$ cat src/rtl/pp_mem_arbiter_pkg.sv
// Shared constants and types for the instruction/data memory arbiter.
package pp_arb_pkg;

    // Address and data width of every bus in the arbiter.
    localparam int XLEN = 32;

    // Consecutive data grants tolerated while a fetch is waiting.
    localparam logic [1:0] STARVE_MAX = 2'd3;

    // Count at which an outstanding memory access is abandoned.
    localparam logic [3:0] TMO_MAX = 4'd15;

    // Arbiter states with fixed encodings.
    typedef enum logic [1:0] {
        IDLE = 2'b00,
        IACC = 2'b01,
        DACC = 2'b10
    } arb_state_t;

endpackage : pp_arb_pkg

$ cat src/rtl/pp_mem_arbiter_if.sv
// Bus bundle between the pipeline (fetch and data ports), the arbiter and
// the single-port memory.
interface pp_mem_arbiter_if;
    import pp_arb_pkg::*;

    // fetch port
    logic            i_req;
    logic [XLEN-1:0] i_addr;
    logic            i_rdy;
    logic [XLEN-1:0] i_data;

    // data port
    logic            d_req;
    logic            d_we;
    logic [XLEN-1:0] d_addr;
    logic [XLEN-1:0] d_wdata;
    logic            d_rdy;
    logic [XLEN-1:0] d_data;

    // pipeline control
    logic            flush;

    // memory side
    logic            mem_req;
    logic            mem_we;
    logic [XLEN-1:0] mem_addr;
    logic [XLEN-1:0] mem_wdata;
    logic [XLEN-1:0] mem_rdata;
    logic            mem_ready;

    // status
    logic            err;

    // Arbiter view: serves the pipeline, drives the memory.
    modport slave (
        input  i_req, i_addr, d_req, d_we, d_addr, d_wdata, flush,
        input  mem_rdata, mem_ready,
        output i_rdy, i_data, d_rdy, d_data,
        output mem_req, mem_we, mem_addr, mem_wdata, err
    );

    // Environment view: pipeline requester plus memory model.
    modport master (
        output i_req, i_addr, d_req, d_we, d_addr, d_wdata, flush,
        output mem_rdata, mem_ready,
        input  i_rdy, i_data, d_rdy, d_data,
        input  mem_req, mem_we, mem_addr, mem_wdata, err
    );

endinterface : pp_mem_arbiter_if

$ cat src/rtl/pp_mem_arbiter_timer.sv
// Access timeout counter: cleared on each grant, counts while an access is
// outstanding, flags the cycle in which the count reaches TMO_MAX.
module pp_arb_timer
    import pp_arb_pkg::*;
(
    input  logic clk,
    input  logic rst,
    input  logic clr_i,
    input  logic en_i,
    output logic expire_o
);

    logic [3:0] cnt_q;
    logic [3:0] cnt_d;

    // Next count: clear wins, otherwise count up and hold at the limit.
    always_comb begin
        cnt_d = cnt_q;
        if (clr_i) begin
            cnt_d = '0;
        end else if (en_i && (cnt_q != TMO_MAX)) begin
            cnt_d = cnt_q + 4'd1;
        end
    end

    // Counter register.
    always_ff @(posedge clk or posedge rst) begin
        if (rst) begin
            cnt_q <= '0;
        end else begin
            cnt_q <= cnt_d;
        end
    end

    // The count steps onto TMO_MAX at the end of this cycle.
    assign expire_o = en_i && (cnt_q == (TMO_MAX - 4'd1));

endmodule : pp_arb_timer

$ cat src/rtl/pp_mem_arbiter.sv
// Arbiter sharing one single-port memory between instruction fetch and
// data accesses. Data has priority, with a starvation guard for fetches,
// fetch cancellation on flush, and a sticky timeout error.
module pp_mem_arbiter
    import pp_arb_pkg::*;
(
    input  logic        clk,
    input  logic        rst,
    pp_mem_arbiter_if.slave bus
);

    arb_state_t      state_q, state_d;
    logic [1:0]      starve_q, starve_d;
    logic            discard_q, discard_d;
    logic            err_q, err_d;
    logic [XLEN-1:0] addr_q, addr_d;
    logic [XLEN-1:0] wdata_q, wdata_d;
    logic            we_q, we_d;

    logic            grant_i;
    logic            grant_d;
    logic            force_i;
    logic            tmo_en;
    logic            tmo_expire;

    // A fetch that has lost STARVE_MAX data grants in a row takes the next slot.
    assign force_i = bus.i_req && !bus.flush && (starve_q == STARVE_MAX);
    assign tmo_en  = (state_q != IDLE);

    pp_arb_timer u_timer (
        .clk      (clk),
        .rst      (rst),
        .clr_i    (grant_i || grant_d),
        .en_i     (tmo_en),
        .expire_o (tmo_expire)
    );

    // Next-state, grant decision and latch values.
    always_comb begin
        state_d   = state_q;
        starve_d  = starve_q;
        discard_d = discard_q;
        err_d     = err_q;
        addr_d    = addr_q;
        wdata_d   = wdata_q;
        we_d      = we_q;
        grant_i   = 1'b0;
        grant_d   = 1'b0;

        case (state_q)
            IDLE: begin
                discard_d = 1'b0;
                if (!bus.i_req) begin
                    starve_d = '0;
                end

                if (force_i) begin
                    grant_i = 1'b1;
                end else if (bus.d_req) begin
                    grant_d = 1'b1;
                    if (bus.i_req && (starve_q != STARVE_MAX)) begin
                        starve_d = starve_q + 2'd1;
                    end
                end else if (bus.i_req && !bus.flush) begin
                    grant_i = 1'b1;
                end

                if (grant_i) begin
                    state_d  = IACC;
                    starve_d = '0;
                    addr_d   = bus.i_addr;
                    we_d     = 1'b0;
                    wdata_d  = '0;
                end else if (grant_d) begin
                    state_d  = DACC;
                    addr_d   = bus.d_addr;
                    we_d     = bus.d_we;
                    wdata_d  = bus.d_wdata;
                end
            end

            IACC: begin
                if (bus.flush) begin
                    discard_d = 1'b1;
                end
                if (bus.mem_ready) begin
                    state_d   = IDLE;
                    discard_d = 1'b0;
                end else if (tmo_expire) begin
                    state_d   = IDLE;
                    discard_d = 1'b0;
                    err_d     = 1'b1;
                end
            end

            DACC: begin
                if (bus.mem_ready) begin
                    state_d = IDLE;
                end else if (tmo_expire) begin
                    state_d = IDLE;
                    err_d   = 1'b1;
                end
            end

            default: begin
                state_d   = IDLE;
                discard_d = 1'b0;
            end
        endcase
    end

    // FSM and control flag registers.
    always_ff @(posedge clk or posedge rst) begin
        if (rst) begin
            state_q   <= IDLE;
            starve_q  <= '0;
            discard_q <= 1'b0;
            err_q     <= 1'b0;
        end else begin
            state_q   <= state_d;
            starve_q  <= starve_d;
            discard_q <= discard_d;
            err_q     <= err_d;
        end
    end

    // Access latch: the memory bus is driven only from these registers.
    always_ff @(posedge clk or posedge rst) begin
        if (rst) begin
            addr_q  <= '0;
            wdata_q <= '0;
            we_q    <= 1'b0;
        end else begin
            addr_q  <= addr_d;
            wdata_q <= wdata_d;
            we_q    <= we_d;
        end
    end

    assign bus.mem_req   = (state_q != IDLE);
    assign bus.mem_we    = we_q && (state_q == DACC);
    assign bus.mem_addr  = addr_q;
    assign bus.mem_wdata = wdata_q;

    // A flush arriving together with the completion still cancels the fetch.
    assign bus.i_rdy  = (state_q == IACC) && bus.mem_ready && !discard_q && !bus.flush;
    assign bus.d_rdy  = (state_q == DACC) && bus.mem_ready;
    assign bus.i_data = bus.i_rdy ? bus.mem_rdata : '0;
    assign bus.d_data = bus.d_rdy ? bus.mem_rdata : '0;
    assign bus.err    = err_q;

endmodule : pp_mem_arbiter

$ cat src/flat_wrapper.sv
// flat-port wrapper written by rule: the top's interface ports become plain ports
module pp_mem_arbiter_flat import pp_arb_pkg::*;
  (clk, rst, bus_i_req, bus_i_addr, bus_d_req, bus_d_we, bus_d_addr, bus_d_wdata, bus_flush, bus_mem_rdata, bus_mem_ready, bus_i_rdy, bus_i_data, bus_d_rdy, bus_d_data, bus_mem_req, bus_mem_we, bus_mem_addr, bus_mem_wdata, bus_err);
  pp_mem_arbiter_if bus_i ();
  input  logic clk;
  input  logic rst;
  input wire logic [$bits(bus_i.i_req)-1:0] bus_i_req;
  input wire logic [$bits(bus_i.i_addr)-1:0] bus_i_addr;
  input wire logic [$bits(bus_i.d_req)-1:0] bus_d_req;
  input wire logic [$bits(bus_i.d_we)-1:0] bus_d_we;
  input wire logic [$bits(bus_i.d_addr)-1:0] bus_d_addr;
  input wire logic [$bits(bus_i.d_wdata)-1:0] bus_d_wdata;
  input wire logic [$bits(bus_i.flush)-1:0] bus_flush;
  input wire logic [$bits(bus_i.mem_rdata)-1:0] bus_mem_rdata;
  input wire logic [$bits(bus_i.mem_ready)-1:0] bus_mem_ready;
  output wire logic [$bits(bus_i.i_rdy)-1:0] bus_i_rdy;
  output wire logic [$bits(bus_i.i_data)-1:0] bus_i_data;
  output wire logic [$bits(bus_i.d_rdy)-1:0] bus_d_rdy;
  output wire logic [$bits(bus_i.d_data)-1:0] bus_d_data;
  output wire logic [$bits(bus_i.mem_req)-1:0] bus_mem_req;
  output wire logic [$bits(bus_i.mem_we)-1:0] bus_mem_we;
  output wire logic [$bits(bus_i.mem_addr)-1:0] bus_mem_addr;
  output wire logic [$bits(bus_i.mem_wdata)-1:0] bus_mem_wdata;
  output wire logic [$bits(bus_i.err)-1:0] bus_err;
  assign bus_i.i_req = bus_i_req;
  assign bus_i.i_addr = bus_i_addr;
  assign bus_i.d_req = bus_d_req;
  assign bus_i.d_we = bus_d_we;
  assign bus_i.d_addr = bus_d_addr;
  assign bus_i.d_wdata = bus_d_wdata;
  assign bus_i.flush = bus_flush;
  assign bus_i.mem_rdata = bus_mem_rdata;
  assign bus_i.mem_ready = bus_mem_ready;
  assign bus_i_rdy = bus_i.i_rdy;
  assign bus_i_data = bus_i.i_data;
  assign bus_d_rdy = bus_i.d_rdy;
  assign bus_d_data = bus_i.d_data;
  assign bus_mem_req = bus_i.mem_req;
  assign bus_mem_we = bus_i.mem_we;
  assign bus_mem_addr = bus_i.mem_addr;
  assign bus_mem_wdata = bus_i.mem_wdata;
  assign bus_err = bus_i.err;
  pp_mem_arbiter u_core (.clk(clk), .rst(rst), .bus(bus_i));
endmodule
$ cat config.mk
export PLATFORM = sky130hd
export DESIGN_NAME = pp_mem_arbiter_flat
export DESIGN_NICKNAME = d
export VERILOG_FILES = /design/src/rtl/pp_mem_arbiter_pkg.sv /design/src/rtl/pp_mem_arbiter_if.sv /design/src/rtl/pp_mem_arbiter_timer.sv /design/src/rtl/pp_mem_arbiter.sv /design/src/flat_wrapper.sv
export SDC_FILE = /design/constraint.sdc
export NUM_CORES = 1
export LEC_CHECK = 0
export ABC_CLOCK_PERIOD_IN_PS = 3500
export CAP_MARGIN = 20
export CORE_AREA = 2 2 103 105
export DETAILED_ROUTE_END_ITERATION = 12
export DIE_AREA = 0 0 105 107
export DONT_BUFFER_PORTS = 1
export SLEW_MARGIN = 20
export SYNTH_ARGS = -nofsm -noshare
export SYNTH_HDL_FRONTEND = slang
export SYNTH_SLANG_ARGS = --single-unit
$ cat constraint.sdc
create_clock -name clk -period 3.5 [get_ports clk]
set_input_delay 0.35 -clock clk [delete_from_list [all_inputs] [get_ports clk]]
set_output_delay 0.35 -clock clk [all_outputs]
set_load 0.02 [all_outputs]
Word level (Yosys, flattened, before mapping):

Index checks and enable logic that the tools add are counted.

* register bits: 75
* word-level logic and storage cells: 76

* $add $sub $neg: 2
* equality and inequality tests: 9
* multiplexer cells: 33
* bitwise gates (word level): 2
* reductions and logical operators: 22

Operator list (number)
* 32-bit 2-to-1 mux: 6
* 2-bit 2-to-1 mux: 9
* 1-bit 2-to-1 mux: 14
* 1-bit logical AND: 10
* 4-bit 2-to-1 mux: 2
* 3-bit by 1-bit != test with 1-bit output (second input constant): 2
* 2-bit AND reduction: 3
* 2-bit nonzero test: 3
* 4-bit by 1-bit adder with 4-bit output (second input constant): 1
* 2-bit equality test (second input constant): 2
* 4-bit equality test (second input constant): 1
* 4-bit by 3-bit != test with 1-bit output (second input constant): 1
* 4-bit != test (second input constant): 1
* 2-bit one-hot mux with 2 select lines: 1
* 3-bit AND reduction: 1
* 2-bit by 1-bit adder with 2-bit output (second input constant): 1
* 2-bit by 1-bit equality test with 1-bit output (second input constant): 1
* 1-bit logical NOT: 2
* 2-bit logical NOT: 1
* 2-bit != test (second input constant): 1
* 1-bit inverter: 2
* 1-bit one-hot mux with 2 select lines: 1
* 2-bit OR reduction: 1
* 1-bit logical OR: 1

Longest topological paths before layout:

Gate-level depths: netlist of the first run.

* word-level depth: 9
* mapped depth: 7
* depth with buffers taken out: 6

By module:

A second synthesis of the first run with hierarchy kept.

* cell total of the unflattened synthesis: 359
* area total of the unflattened synthesis: 3761.1 um^2

Modules (own cells, without submodules)
* pp_mem_arbiter: instances 1, cells an instance 335, area each 3519.6 um^2
* pp_arb_timer: instances 1, cells an instance 24, area each 241.5 um^2

Worst setup path before layout of the first run:

No wires, ideal clock.

* path kind: flip-flop to output port
* from: register u_core.state_q[1]
* to: output port bus_i_data[11]
* data arrival time: 1358 ps
* slack: 1792 ps
* stages on the path, launching flop included: 6
* cell sequence: dfrtp_1 -> inv_1 -> ha_1 -> nor4b_4 -> buf_2 -> and2_1

* longest elaborated chain between the ends: 5

Ends and longest elaborated chain
* start, declared: line pp_mem_arbiter.sv:12 `arb_state_t state_q, state_d;`
* start signal, assigned: line pp_mem_arbiter.sv:120 `state_q <= state_d;`
* 2-bit by 1-bit equality test with 1-bit output: line pp_mem_arbiter.sv:146 `assign bus.i_rdy = (state_q == IACC) && bus.mem_ready && !discard_q && !bus.flush;`
* 1-bit logical AND (3 in series): line pp_mem_arbiter.sv:146
* named net bus_i_rdy: line flat_wrapper.sv:16 `output wire logic [$bits(bus_i.i_rdy)-1:0] bus_i_rdy;`
* 32-bit 2-to-1 mux: line pp_mem_arbiter.sv:148 `assign bus.i_data = bus.i_rdy ? bus.mem_rdata : '0;`
* end, declared: line flat_wrapper.sv:17 `output wire logic [$bits(bus_i.i_data)-1:0] bus_i_data;`

The timed path passes the listed nets, and every way through them passes these cells.

Final worst setup path of the first run:

* from: register u_core.state_q[0]
* to: output port bus_d_rdy

* longest elaborated chain between the ends: 2

Ends and longest elaborated chain
* 2-bit equality test: line pp_mem_arbiter.sv:147 `assign bus.d_rdy = (state_q == DACC) && bus.mem_ready;`
* 1-bit logical AND: line pp_mem_arbiter.sv:147
* end, declared: line flat_wrapper.sv:18 `output wire logic [$bits(bus_i.d_rdy)-1:0] bus_d_rdy;`

No other way between the ends.

==> run summary, run 1 <==
* 75 — number of sinks handled by clock tree synthesis
* nand2_1 — most frequent standard cell in the layout excluding fill and tap cells
* 0 — pins over their slew limit
* negative hold slack — failing checks
* 5430 µm — metal2 WL
* 360 ps — Skew-Pair Late Insertion Delay
* 35 — crit-path max FO
* 3830 µm² — Mapped Area
* 0.783 — final weighted congestion of routability-driven global placement
* 30 — number of distinct library cells after synthesis
* in -> async — Hold Path Class
* 15500 µm — global-route wire length before repair
* reg -> out — type of the worst setup path
* 3510 µm — met1 layer wirelength in the final routing
* u_core.starve_q[0] — worst flop-to-flop path startpoint
* 147 — initial drt markers
* no — setup repair after global routing missed its margin
* 9.34 µm² — Post-Synthesis Mean Instance Area
* 10300 µm — post-detailed-routing wire length
* 0 — Final ANT Viol Nets
* 64 — largest net degree at the start of global routing
* 0 — number of remaining DRC errors
* 17.9% — overall routing resource usage
* -10.7 ps — worst slack on hold paths
* 4 — total iterations of the first detailed-routing run
* 2480 ps — post-layout min period
* 1015 — filler cell count
* 2 — Clock Tree Buf Depth
* 538 — final net count
* complete, but fails checks — result of the run
* 75 — register bit total from synthesis
* 6.34% — Syn-to-layout area delta
* 1400 ps — register-to-register path setup slack
* 923 ps — transition time at the pin with the least slew margin
* 0 — post-cts repair resize count
* clkbuf_8 — Clk Tree Root Cell
* 0.377 mV — peak supply drop
* 0 — initial antenna violation count
* 107 µm — Die Ht
* 11200 µm² — DIE AREA
* 70.9% — fin crit share
* 9 — total CTS buffers
* 551 — syn_nets
* 410 — Synth Instances
* 12.7 ps — worst-case clock skew
* 3.68 mW — Tot Pwr
* 0.403 GHz — upper clock frequency limit
* 3150 ps — Required @ worst endpoint
* dfrtp_1 49%, nand2_1 9.3%, mux2i_1 8.4% — largest cells by area after synthesis
* 5 — depth of the worst register-to-register path
* 0 — number of hold buffers added after CTS
* 0 — # port buffers
* 0 — Finish-stage setup viols
* output pin — Worst setup EP type
* 268 — number of top-level pins
* 7850 µm — placed wire-length estimate after detailed placement
* u_core.bus.mem_addr[15] — reg2reg end
* 19.1 µm — final routed wire length divided by cell count
* 90 ps — Reg clk slew, reported paths
* 2925 — number of vias in the routed layout
* 100% — async set or reset register ratio after synthesis
* dfrtp_1 — most frequently used flop master after synthesis
* 965 µm — Routed met3 length
* 105 µm — horizontal die dimension
* 38.2% — tightest slew margin relative to the limit
* 38.0% — effective utilization at floorplan
* dfrtp_1 — top cell type by total area after synthesis
* 12 — number of hold violations in the final report
* 3 — maximum level of the CTS H-tree
* 2.18 nW — leakage power of the design
* 10100 µm² — area of the core region
* 49.0% — Seq/Total Area, Yosys
* met4 — max layer used
* 0 — number of synthesized flops with an enable pin
* 0 — setup bufs post-CTS
* 0 — global-route congestion overflow total
* 2896 — vias in the first global route
* 903 nW/µm² — power per cell area
* 5.45 — DR vias/cell
* 0 ps — sum of negative setup slack
* 2130 ps — Critical Path AT
* 49.0% — area share of the largest cell type after synthesis
* yes — clock tree from TritonCTS
* 0 — Ant. Diodes
* 95 x nand2_1, 75 x dfrtp_1, 35 x nand3_1 — commonest cells after routing, fill and taps aside
* 0 — count of warnings emitted by yosys
* flip-flop — CP startpoint kind
* 6.48% — layout cells sized above 1
* 37 — Row Count
* 0 — max capacitance violation total
## per-layer routing
layer / track usage (%) / up-vias
li1: - / 1352
met1: 17.8 / 1367
met2: 33.2 / 183
met3: 6.02 / 23
met4: 9.33 / 0
met5: 0 / -
## worst max path at each step
stage	from	depth (start not counted)	endpoint
floorplan	rst	1	u_core.bus.err
global placement	u_core.state_q[1]	4	bus_i_data[28]
detailed placement	u_core.state_q[1]	4	bus_i_data[18]
CTS	u_core.state_q[1]	4	bus_i_data[18]
global route	u_core.state_q[0]	4	bus_d_rdy
finish	u_core.state_q[0]	4	bus_d_rdy
## power breakdown
group          internal (mW)  switching [mW]  leakage [nW]
Combinational          0.327           0.633          1.14
Sequential              1.27           0.791         0.937
Clock                  0.328           0.331        0.0994
Total                   1.92            1.75          2.18
## layout make-up
type	count	area, µm²	area share (%)
Sequential cell	75	1880	46.1
Timing Repair Buffer	6	61.3	1.50
Clock buffer	9	124	3.04
Multi-Input combinational cell	298	1750	42.9
Tap cell	136	170	4.18
Clock inverter	6	66.3	1.63
Inverter	7	27.5	0.676
## stage by stage
step           utilization [%]  setup WS [ps]  hold WS, ps  std cells  cell area, µm²
2_1_floorplan                -           1240          430        410            3830
3_3_place_gp              38.4           1330          410        521            3870
3_5_place_dp              38.4           1240          406        521            3870
4_1_cts                   40.3            837         10.7        536            4060
5_1_grt                   40.4            808         30.7        537            4070
6_report                  40.4           1020        -10.7        537            4070
## cell families after synthesis
| family | share of synthesized area [%] |
|---|---|
| multiplexers | 8.36 |
| flip-flops | 49.0 |
| AND/OR/NAND/NOR | 26.7 |
| AO/OA/AOI/OAI | 8.36 |
| adder cells (fa/ha/maj) | 1.96 |
| buffers and inverters | 5.58 |
## critical path, stage by stage (launching register included)
cell and delay, ps:
dfrtp_1 410, inv_1 90, ha_1 730, inv_1 130, nor2_1 420
## flip-flops by register name, summed over array words and instances, names as in the netlist
| name | count |
|---|---|
| u_core.bus.err | 1 |
| u_core.bus.mem_addr | 32 |
| u_core.bus.mem_wdata | 32 |
| u_core.discard_q | 1 |
| u_core.starve_q | 2 |
| u_core.state_q | 2 |
| u_core.u_timer.cnt_q | 4 |
| u_core.we_q | 1 |
## cells in the mapped netlist (5+ instances only)
cell type and number:
buf_6 5, nand2_1 95, mux2i_1 32, clkbuf_1 9, buf_4 7, nand3_1 35, buf_2 9, o21ai_0 20
and2_1 34, and3_1 32, dfrtp_1 75, inv_1 6, o21ai_1 17, a22o_1 6, ha_1 6
(Power assumes the default switching activity.)
==> inputs of run 2 (changes only) <==
Settings changed: ABC_CLOCK_PERIOD_IN_PS 3500 to 2550.
Clock period 3.5 ns to 2.55 ns, I/O delays scaled along.
==> run summary, run 2 (synthesis gave the netlist of run 1 again) <==
* finished clean — result of the run, was complete, but fails checks
* 545 — final net count, was 538
* 0 — # port buffers, unchanged
* 4 — total iterations of the first detailed-routing run, unchanged
* 0 — number of hold violations in the final report, was 12
* 10300 µm — post-detailed-routing wire length, about the same
* 0 — Ant. Diodes, unchanged
* 1240 nW/µm² — power per cell area, was 903 nW/µm²
* 2918 — number of vias in the routed layout, was 2925
* 96 — initial drt markers, was 147
* 0 — Final ANT Viol Nets, unchanged
* 1920 ps — Critical Path AT, was 2130 ps
* 2170 ps — post-layout min period
* 2300 ps — Required @ worst endpoint, was 3150 ps
* 9.34% — Syn-to-layout area delta, was 6.34%
* 18.0% — overall routing resource usage, was 17.9%
* 525 — total placed cells including tap cells, was 521
* 80 ps — Reg clk slew, reported paths, was 90 ps
* output pin — Worst setup EP type, unchanged
* 7790 µm — placed wire-length estimate after detailed placement, was 7850 µm
* 9 — total CTS buffers, unchanged
* 0.813 — final weighted congestion of routability-driven global placement, was 0.783
* 990 — filler cell count, was 1015
* 0 ps — sum of negative setup slack, unchanged
* 268 — number of top-level pins, unchanged
* in -> reg — Hold Path Class, was in -> async
* 0 — max capacitance violation total, unchanged
* 33 — crit-path max FO, was 35
* 0 — pins over their slew limit, unchanged
* 75 — number of sinks handled by clock tree synthesis, unchanged
* 105 µm — horizontal die dimension, unchanged
* reg -> out — type of the worst setup path, unchanged
* 25.3% — Logic pwr share, was 26.1%
* 545 — filler-free cell count of the finished design, was 537
* 2.79 mW — Internal Pwr Total, was 1.92 mW
* 0.461 GHz — upper clock frequency limit
* nand2_1 — most frequent standard cell in the layout excluding fill and tap cells, unchanged
* 0 — initial antenna violation count, unchanged
* 71 — largest net degree at the start of global routing, was 64
* 2994 — vias in the first global route, was 2896
* 95 x nand2_1, 75 x dfrtp_1, 35 x nand3_1 — commonest cells after routing, fill and taps aside, unchanged
* 0 — global-route congestion overflow total, unchanged
* 802 ps — transition time at the pin with the least slew margin, was 923 ps
* 19.0 µm — final routed wire length divided by cell count, was 19.1 µm
* flip-flop — CP startpoint kind, unchanged
* 0.522 mV — peak supply drop, was 0.377 mV
* 2.23 nW — leakage power of the design, was 2.18 nW
* 5.35 — DR vias/cell, was 5.45
* yes — clock tree from TritonCTS, unchanged
* 0 — Finish-stage setup viols, unchanged
* 15500 µm — global-route wire length before repair, about the same
* 38.0% — effective utilization at floorplan, unchanged
* no — setup repair after global routing missed its margin, unchanged
* 3 — maximum level of the CTS H-tree, unchanged
* 10.6 ps — worst-case clock skew, was 12.7 ps
* 85.1% — fin crit share
* 7.33% — layout cells sized above 1, was 6.48%
* clkbuf_8 — Clk Tree Root Cell, unchanged
* 10100 µm² — area of the core region, unchanged
* 107 µm — Die Ht, unchanged
* 0 — number of remaining DRC errors, unchanged
* 46.5% — share of total power consumed by net switching, was 47.7%
* 20.4% — clock network power share, was 17.9%
* 46.5% — tightest slew margin relative to the limit, was 38.2%
* 41.5% — post-layout utilization of the core, was 40.4%
* 2 — Clock Tree Buf Depth, unchanged
* 360 ps — Skew-Pair Late Insertion Delay, about the same
* 0 — post-cts repair resize count, unchanged
* 2.42 mW — Switch Pwr, was 1.75 mW
* 37 — Row Count, unchanged
* 11200 µm² — DIE AREA, unchanged
* 54.2% — relative contribution of sequential cells to total power, was 56.0%
[run 2: worst max-delay path: stages (launching register included)]
cell	delay (ps)
dfrtp_1	410
inv_1	90
ha_1	180
nor4b_4	190
buf_4	310
and2_1	380
[run 2: power groups by stage]
stage	registers (mW)	logic, mW	clock network (mW)
finish	2.83	1.32	1.07
global route	2.90	1.53	1.15
CTS	2.85	1.34	1.10
detailed placement	2.86	1.35	0
global placement	2.86	1.30	0
floorplan	2.69	1.15	0
[run 2: routing by layer]
| layer | vias to the layer above | global-route usage (%) | wire [µm] |
|---|---|---|---|
| met5 | - | 0 | 0 |
| met4 | 0 | 9.52 | 427 |
| met3 | 29 | 6.57 | 928 |
| met2 | 179 | 32.0 | 5320 |
| met1 | 1340 | 18.5 | 3660 |
| li1 | 1370 | - | - |
[run 2: final timing paths]
check                                    from                      end  slack, ps  cells after the start
min                            bus_d_wdata[8]  u_core.bus.mem_wdata[8]         20                      2
min in group asynchronous                 rst  u_core.bus.mem_addr[28]        490                      2
max reg2reg                u_core.starve_q[0]  u_core.bus.mem_addr[25]        650                      6
min reg2reg                       u_core.we_q              u_core.we_q        470                      2
max                         u_core.state_q[1]           bus_i_data[31]        380                      5
max in group asynchronous                 rst  u_core.u_timer.cnt_q[1]       1350                      3
[run 2: final cells by class]
type	instances	area, µm²	area share (%)
Sequential cell	75	1880	44.8
Multi-Input combinational cell	298	1750	41.7
Tap cell	136	170	4.06
Inverter	7	27.5	0.657
Timing Repair Buffer	13	133	3.17
Clock buffer	10	138	3.29
Clock inverter	6	96.3	2.30
[run 2: stage by stage]
stage	power, mW	setup slack (ps)	hold slack, ps	area (µm²)
floorplan	3.84	385	388	3830
global placement	4.16	755	311	3920
detailed placement	4.21	629	313	3920
CTS	5.29	362	0.176	4180
global route	5.59	218	6.21	4190
finish	5.21	379	21.1	4190
[run 2: timing repair]
item                                   in CTS  in global routing
hold buffers                                3                  1
setup buffers                               0                  0
endpoints found under the hold margin      47                  1
